[src/rtl/addsub_pkg.sv]
// rtl/addsub_pkg.sv - shared types and constant builders for the digit-serial adder/subtractor
package addsub_pkg;

    typedef enum logic [1:0] {
        IDLE = 2'd0,
        RUN  = 2'd1,
        DONE = 2'd2
    } state_t;

    function automatic int cnt_width(input int ndig);
        return (ndig <= 2) ? 1 : $clog2(ndig);
    endfunction

    // Saturation bounds are built 64 bits wide and sliced to WIDTH by the user.
    function automatic logic [63:0] sat_max(input int width);
        return (64'd1 << (width - 1)) - 64'd1;
    endfunction

    function automatic logic [63:0] sat_min(input int width);
        return 64'd1 << (width - 1);
    endfunction

endpackage

[src/rtl/addsub_digit.sv]
// rtl/addsub_digit.sv - combinational DIGIT-bit ripple-carry slice
module addsub_digit #(
    parameter int DIGIT = 1
) (
    input  logic [DIGIT-1:0] a_d,
    input  logic [DIGIT-1:0] b_d,
    input  logic             cin,
    output logic [DIGIT-1:0] sum_d,
    output logic             cout_d,
    output logic             c_msb_in
);

    logic [DIGIT:0] c;

    assign c[0] = cin;

    for (genvar i = 0; i < DIGIT; i++) begin : g_fa
        assign sum_d[i] = a_d[i] ^ b_d[i] ^ c[i];
        assign c[i+1]   = (a_d[i] & b_d[i]) | (c[i] & (a_d[i] ^ b_d[i]));
    end

    assign cout_d   = c[DIGIT];
    assign c_msb_in = c[DIGIT-1];

endmodule

[src/rtl/addsub_serial.sv]
// rtl/addsub_serial.sv - digit-serial add/sub with handshakes; ADDSUB_SAT_EN enables signed saturation
module addsub_serial
    import addsub_pkg::*;
#(
    parameter int WIDTH = 8,
    parameter int DIGIT = 1
) (
    input  logic             clk,
    input  logic             rst,
    input  logic             in_valid,
    output logic             in_ready,
    input  logic [WIDTH-1:0] a,
    input  logic [WIDTH-1:0] b,
    input  logic             sub,
    output logic             out_valid,
    input  logic             out_ready,
    output logic [WIDTH-1:0] s,
    output logic             cout,
    output logic             ovf,
    output logic             zero
);

    localparam int NDIG = WIDTH / DIGIT;
    localparam int CW   = cnt_width(NDIG);

    if (WIDTH < 2 || DIGIT < 1 || (WIDTH % DIGIT) != 0) begin : g_bad_params
        $error("addsub_serial: WIDTH must be >= 2 and a multiple of DIGIT");
    end

    state_t            state, state_n;
    logic [WIDTH-1:0]  a_sr, b_sr, s_r;
    logic [CW-1:0]     cnt;
    logic              carry, cout_r, ovf_r, zero_r;
    logic [DIGIT-1:0]  sum_d;
    logic              cout_d, c_msb_in;
    logic              last, ovf_d;
    logic [WIDTH-1:0]  s_shift, s_fin;

    addsub_digit #(.DIGIT(DIGIT)) u_digit (
        .a_d      (a_sr[DIGIT-1:0]),
        .b_d      (b_sr[DIGIT-1:0]),
        .cin      (carry),
        .sum_d    (sum_d),
        .cout_d   (cout_d),
        .c_msb_in (c_msb_in)
    );

    assign last    = (cnt == CW'(NDIG - 1));
    assign ovf_d   = c_msb_in ^ cout_d;
    assign s_shift = (s_r >> DIGIT) | (WIDTH'(sum_d) << (WIDTH - DIGIT));

`ifdef ADDSUB_SAT_EN
    localparam logic [63:0]      SAT_MAX64 = sat_max(WIDTH);
    localparam logic [63:0]      SAT_MIN64 = sat_min(WIDTH);
    localparam logic [WIDTH-1:0] SAT_MAX   = SAT_MAX64[WIDTH-1:0];
    localparam logic [WIDTH-1:0] SAT_MIN   = SAT_MIN64[WIDTH-1:0];

    // On overflow both operands share a sign; the top digit of a_sr still holds it.
    always_comb begin
        s_fin = s_shift;
        if (last && ovf_d) begin
            s_fin = a_sr[DIGIT-1] ? SAT_MIN : SAT_MAX;
        end
    end
`else
    assign s_fin = s_shift;
`endif

    always_ff @(posedge clk or posedge rst) begin
        if (rst) begin
            state <= IDLE;
        end else begin
            state <= state_n;
        end
    end

    always_comb begin
        state_n   = state;
        in_ready  = 1'b0;
        out_valid = 1'b0;
        case (state)
            IDLE: begin
                in_ready = !rst;
                if (in_valid && !rst) state_n = RUN;
            end
            RUN: begin
                if (last) state_n = DONE;
            end
            DONE: begin
                out_valid = 1'b1;
                if (out_ready) state_n = IDLE;
            end
            default: state_n = IDLE;
        endcase
    end

    always_ff @(posedge clk or posedge rst) begin
        if (rst) begin
            a_sr   <= '0;
            b_sr   <= '0;
            s_r    <= '0;
            cnt    <= '0;
            carry  <= 1'b0;
            cout_r <= 1'b0;
            ovf_r  <= 1'b0;
            zero_r <= 1'b0;
        end else begin
            case (state)
                IDLE: begin
                    if (in_valid) begin
                        a_sr  <= a;
                        b_sr  <= b ^ {WIDTH{sub}};
                        carry <= sub;
                        cnt   <= '0;
                    end
                end
                RUN: begin
                    a_sr  <= a_sr >> DIGIT;
                    b_sr  <= b_sr >> DIGIT;
                    s_r   <= s_fin;
                    carry <= cout_d;
                    cnt   <= cnt + CW'(1);
                    if (last) begin
                        cout_r <= cout_d;
                        ovf_r  <= ovf_d;
                        zero_r <= (s_fin == '0);
                    end
                end
                default: ;
            endcase
        end
    end

    assign s    = s_r;
    assign cout = cout_r;
    assign ovf  = ovf_r;
    assign zero = zero_r;

endmodule

[config.mk]
export PLATFORM = sky130hd
export DESIGN_NAME = addsub_serial
export DESIGN_NICKNAME = d
export VERILOG_FILES = /design/src/rtl/addsub_pkg.sv /design/src/rtl/addsub_digit.sv /design/src/rtl/addsub_serial.sv
export SDC_FILE = /design/constraint.sdc
export NUM_CORES = 1
export LEC_CHECK = 0
export CORE_ASPECT_RATIO = 0.7
export CORE_MARGIN = 5
export CORE_UTILIZATION = 25
export DETAILED_ROUTE_END_ITERATION = 8
export PLACE_DENSITY = 0.47
export SYNTH_ARGS = -nofsm -noshare
export SYNTH_HDL_FRONTEND = slang
export SYNTH_SLANG_ARGS = --single-unit
[constraint.sdc]
create_clock -name clk -period 3.1 [get_ports clk]
set_input_delay 0.62 -clock clk [delete_from_list [all_inputs] [get_ports clk]]
set_output_delay 0.62 -clock clk [all_outputs]
set_load 0.01 [all_outputs]
==> impl_summary.log <==
[metrics] count of fill cells added during filler insertion: 623
[metrics] dominant synthesized flop cell: sky130_fd_sc_hd__dfrtp_1
[metrics] combined area of the multi-input logic cells: 738.2 um2
[metrics] H-tree Lvls: 2
[metrics] Max-slew headroom: 69.78%
[metrics] clock-pin slew of the registers on the worst-case setup and hold paths: 0.07 ns
[metrics] measured slew at the worst slew-check pin: 0.4530 ns
[metrics] finished layout cell area: 0.002172 mm2
[metrics] setup repair after global routing missed its margin: false
[metrics] Die Area: 0.008302 mm2
[metrics] Worst-Skew Late Latency: 0.29 ns
[metrics] number of buffers created by CTS: 5
[metrics] dominant combinational cell family by area after synthesis: compound AO/OA/AOI/OAI gates
[metrics] routed wire length: 3692 um
[metrics] final setup skew: 0.006669 ns
[metrics] global-route congestion overflow total: 0
[metrics] critical setup path kind: in -> out
[metrics] largest vdd supply drop: 0.2029 mV
[metrics] P per Cell Area: 901.9 mW/mm2
[metrics] number of I/O port buffers: 33
[metrics] fraction of the mapped netlist area in adder cells: 2.748%
[metrics] Arr. time, crit path: 1.76 ns
[metrics] post-layout minimum cycle time: 2.384 ns
[metrics] detail-routed net length per standard cell: 13.98 um
[metrics] number of DRC violations after detailed-routing iteration 0: 52
[metrics] TritonCTS clock tree: built
[metrics] maximum buffer depth of the clock tree: 2
[metrics] critical path endpoint category: primary output
[metrics] Gates resized, CTS repair: 0
[metrics] number of nets still failing antenna checks after routing: 0
[metrics] post-synthesis share of cell area spent on and, or, nand and nor gates: 12.14%
[metrics] average footprint of a synthesized cell: 11.00 um2
[metrics] I/O Pins: 34
[metrics] hold buffer count at CTS: 0
[metrics] result of the run: complete, no violations
[metrics] top library cells by usage in the layout, fill and taps aside: sky130_fd_sc_hd__dfrtp_1, sky130_fd_sc_hd__clkdlybuf4s50_1, sky130_fd_sc_hd__nand2_1
[metrics] biggest area consumer among synthesized cells: sky130_fd_sc_hd__dfrtp_1
[metrics] nets: 209
[metrics] part of the cycle the worst path needs: 76.92%
[metrics] area inside the core boundary: 0.006306 mm2
[metrics] compound-cell area share of the yosys netlist: 18.47%
[metrics] final setup violation count: 0
[metrics] via count of the first global-routing pass: 1302
[metrics] area growth from synthesis to layout: 32.52%
[metrics] final HPWL from detailed placement: 2702 um
[metrics] EDFF count, synth: 0
[metrics] CTS Sinks: 33
[metrics] Chip Width: 106.8 um
[metrics] global-route wire length before repair: 6285 um
[metrics] proportion of synthesized flip-flops having asynchronous set or reset: 100.0%
[metrics] mux contribution to synthesized area: 6.870%
[metrics] maximum number of pins on one net before global-route repair: 34
[metrics] total number of vias: 1224
[metrics] leakage power total: 0.8807 nW
[metrics] root buffer cell: sky130_fd_sc_hd__clkbuf_8
[metrics] setup tns final: 0 ns
[metrics] Register Area: 825.8 um2
[metrics] area share of the largest cell type after synthesis: 50.38%
[metrics] Net Count, Synth: 173
[metrics] Inserted Diodes: 0
[metrics] summed instance area of the synthesized netlist: 0.001639 mm2
[metrics] proportion of layout cells with a drive suffix above 1: 16.67%
[metrics] Max Transition Viols Final: 0
[metrics] area of placed instances: 0.002056 mm2
[metrics] path class of the lowest-slack min-delay path: reg -> reg
[metrics] post-synthesis instance total: 149
[metrics] vertical die dimension: 77.75 um
[metrics] synthesized flop and latch total: 33
[metrics] total global-route track usage: 9.493%
[metrics] starting density of the core: 25.99%
[metrics] number of synthesis warnings: 0
[metrics] CP startpoint kind: input port
[metrics] buffers inserted during post-CTS setup optimization: 0
[metrics] initial antenna violation count: 0
[metrics] xor/xnor cell area share of the yosys netlist: 4.809%
[metrics] CP required: 2.48 ns
[metrics] Seq/Total Area, Yosys: 50.38%
[metrics] Row Count: 24
[metrics] Avg Vias per Cell: 4.636
[metrics] peak clock frequency supported by timing: 419.4 MHz
[metrics] DR DRC count: 0
[metrics] Maximum Capacitance Violations: 0
[metrics] first-pass detailed-route iteration total: 4
[metrics] synth top area cells: sky130_fd_sc_hd__dfrtp_1, sky130_fd_sc_hd__mux2_2, sky130_fd_sc_hd__o221ai_2
[metrics] Max Fanout on Critical Path: 3
[metrics] number of hold violations in the final report: 0
[metrics] Distinct cells, synth: 28
[metrics] Final GP Congestion: 0.6933
[Yosys cell counts, types with 2 or more instances]
cell	n
sky130_fd_sc_hd__a21oi_1	10
sky130_fd_sc_hd__a22o_1	2
sky130_fd_sc_hd__a22oi_1	8
sky130_fd_sc_hd__buf_2	6
sky130_fd_sc_hd__buf_6	2
sky130_fd_sc_hd__clkbuf_1	3
sky130_fd_sc_hd__dfrtp_1	33
sky130_fd_sc_hd__ha_1	2
sky130_fd_sc_hd__inv_1	3
sky130_fd_sc_hd__mux2_2	10
sky130_fd_sc_hd__nand2_1	17
sky130_fd_sc_hd__nor2_1	2
sky130_fd_sc_hd__nor2b_1	11
sky130_fd_sc_hd__nor4_1	2
sky130_fd_sc_hd__o21ai_0	14
sky130_fd_sc_hd__o221ai_2	5
sky130_fd_sc_hd__xnor2_1	8
[layout make-up]
cell class	instances	area share [%]
Sequential cell	33	38.02
Multi-Input combinational cell	102	33.99
Timing Repair Buffer	40	17.63
Tap cell	78	4.493
Clock buffer	7	3.975
Clock inverter	1	1.382
Inverter	3	0.5184
[per-layer routing]
metal  track usage [%]  up-vias  routed length, um
li1                  -      597                  -
met1             12.77      590               1754
met2             14.32       32               1683
met3             2.819        5                213
met4             3.831        0                 41
met5                 0        -                  0
[through the flow]
stage	std cells	hold WS, ns	worst slack, ns	total power [mW]	util [%]
2_1_floorplan	149	0.4580	1.429	1.273	-
3_3_place_gp	256	0.4655	0.7195	1.531	32.60
3_5_place_dp	256	0.4785	0.7075	1.564	32.60
4_1_cts	264	0.4950	0.6959	1.995	34.44
5_1_grt	264	0.5304	0.6343	2.111	34.44
6_report	264	0.4817	0.7156	1.959	34.44
[logic make-up (layout without fill, tap and decap cells)]
logic type                 after synthesis  count (layout)
AOI/OAI and AO/OA                       42              42
xor gates and xnor gates                 9               9
adders and majority gates                3               3
buffers and inverters                   14              51
DFF                                     33              33
muxes                                   10              10
and+or+nand+nor                         38              38
[power breakdown]
group | switching [mW] | leakage, nW | internal [mW]
sequential | 0.142 | 0.418 | 0.616
combinational | 0.346 | 0.404 | 0.436
clock | 0.158 | 0.0585 | 0.262
total | 0.645 | 0.881 | 1.31
[critical path: stages]
cell and delay, ns:
sky130_fd_sc_hd__clkdlybuf4s50_1 0.44, sky130_fd_sc_hd__nor3_1 0.14, sky130_fd_sc_hd__clkdlybuf4s50_1 0.56
[registers in the layout, summed over array words and instances, names as in the netlist]
register / count
a_sr: 8
b_sr: 8
carry: 1
cnt: 3
cout: 1
ovf: 1
s: 8
state: 2
zero: 1
[worst paths after layout]
kind,start,depth (start not counted),end,slack [ns]
setup reg to reg,state[1],4,s[1],1.43
hold / removal,zero,2,zero,0.48
setup / recovery,rst,3,in_ready,0.72
min in group asynchronous,rst,3,a_sr[3],0.79
max in group asynchronous,rst,3,s[2],1.99
hold reg to reg,zero,2,zero,0.48
(Power assumes the default switching activity.)
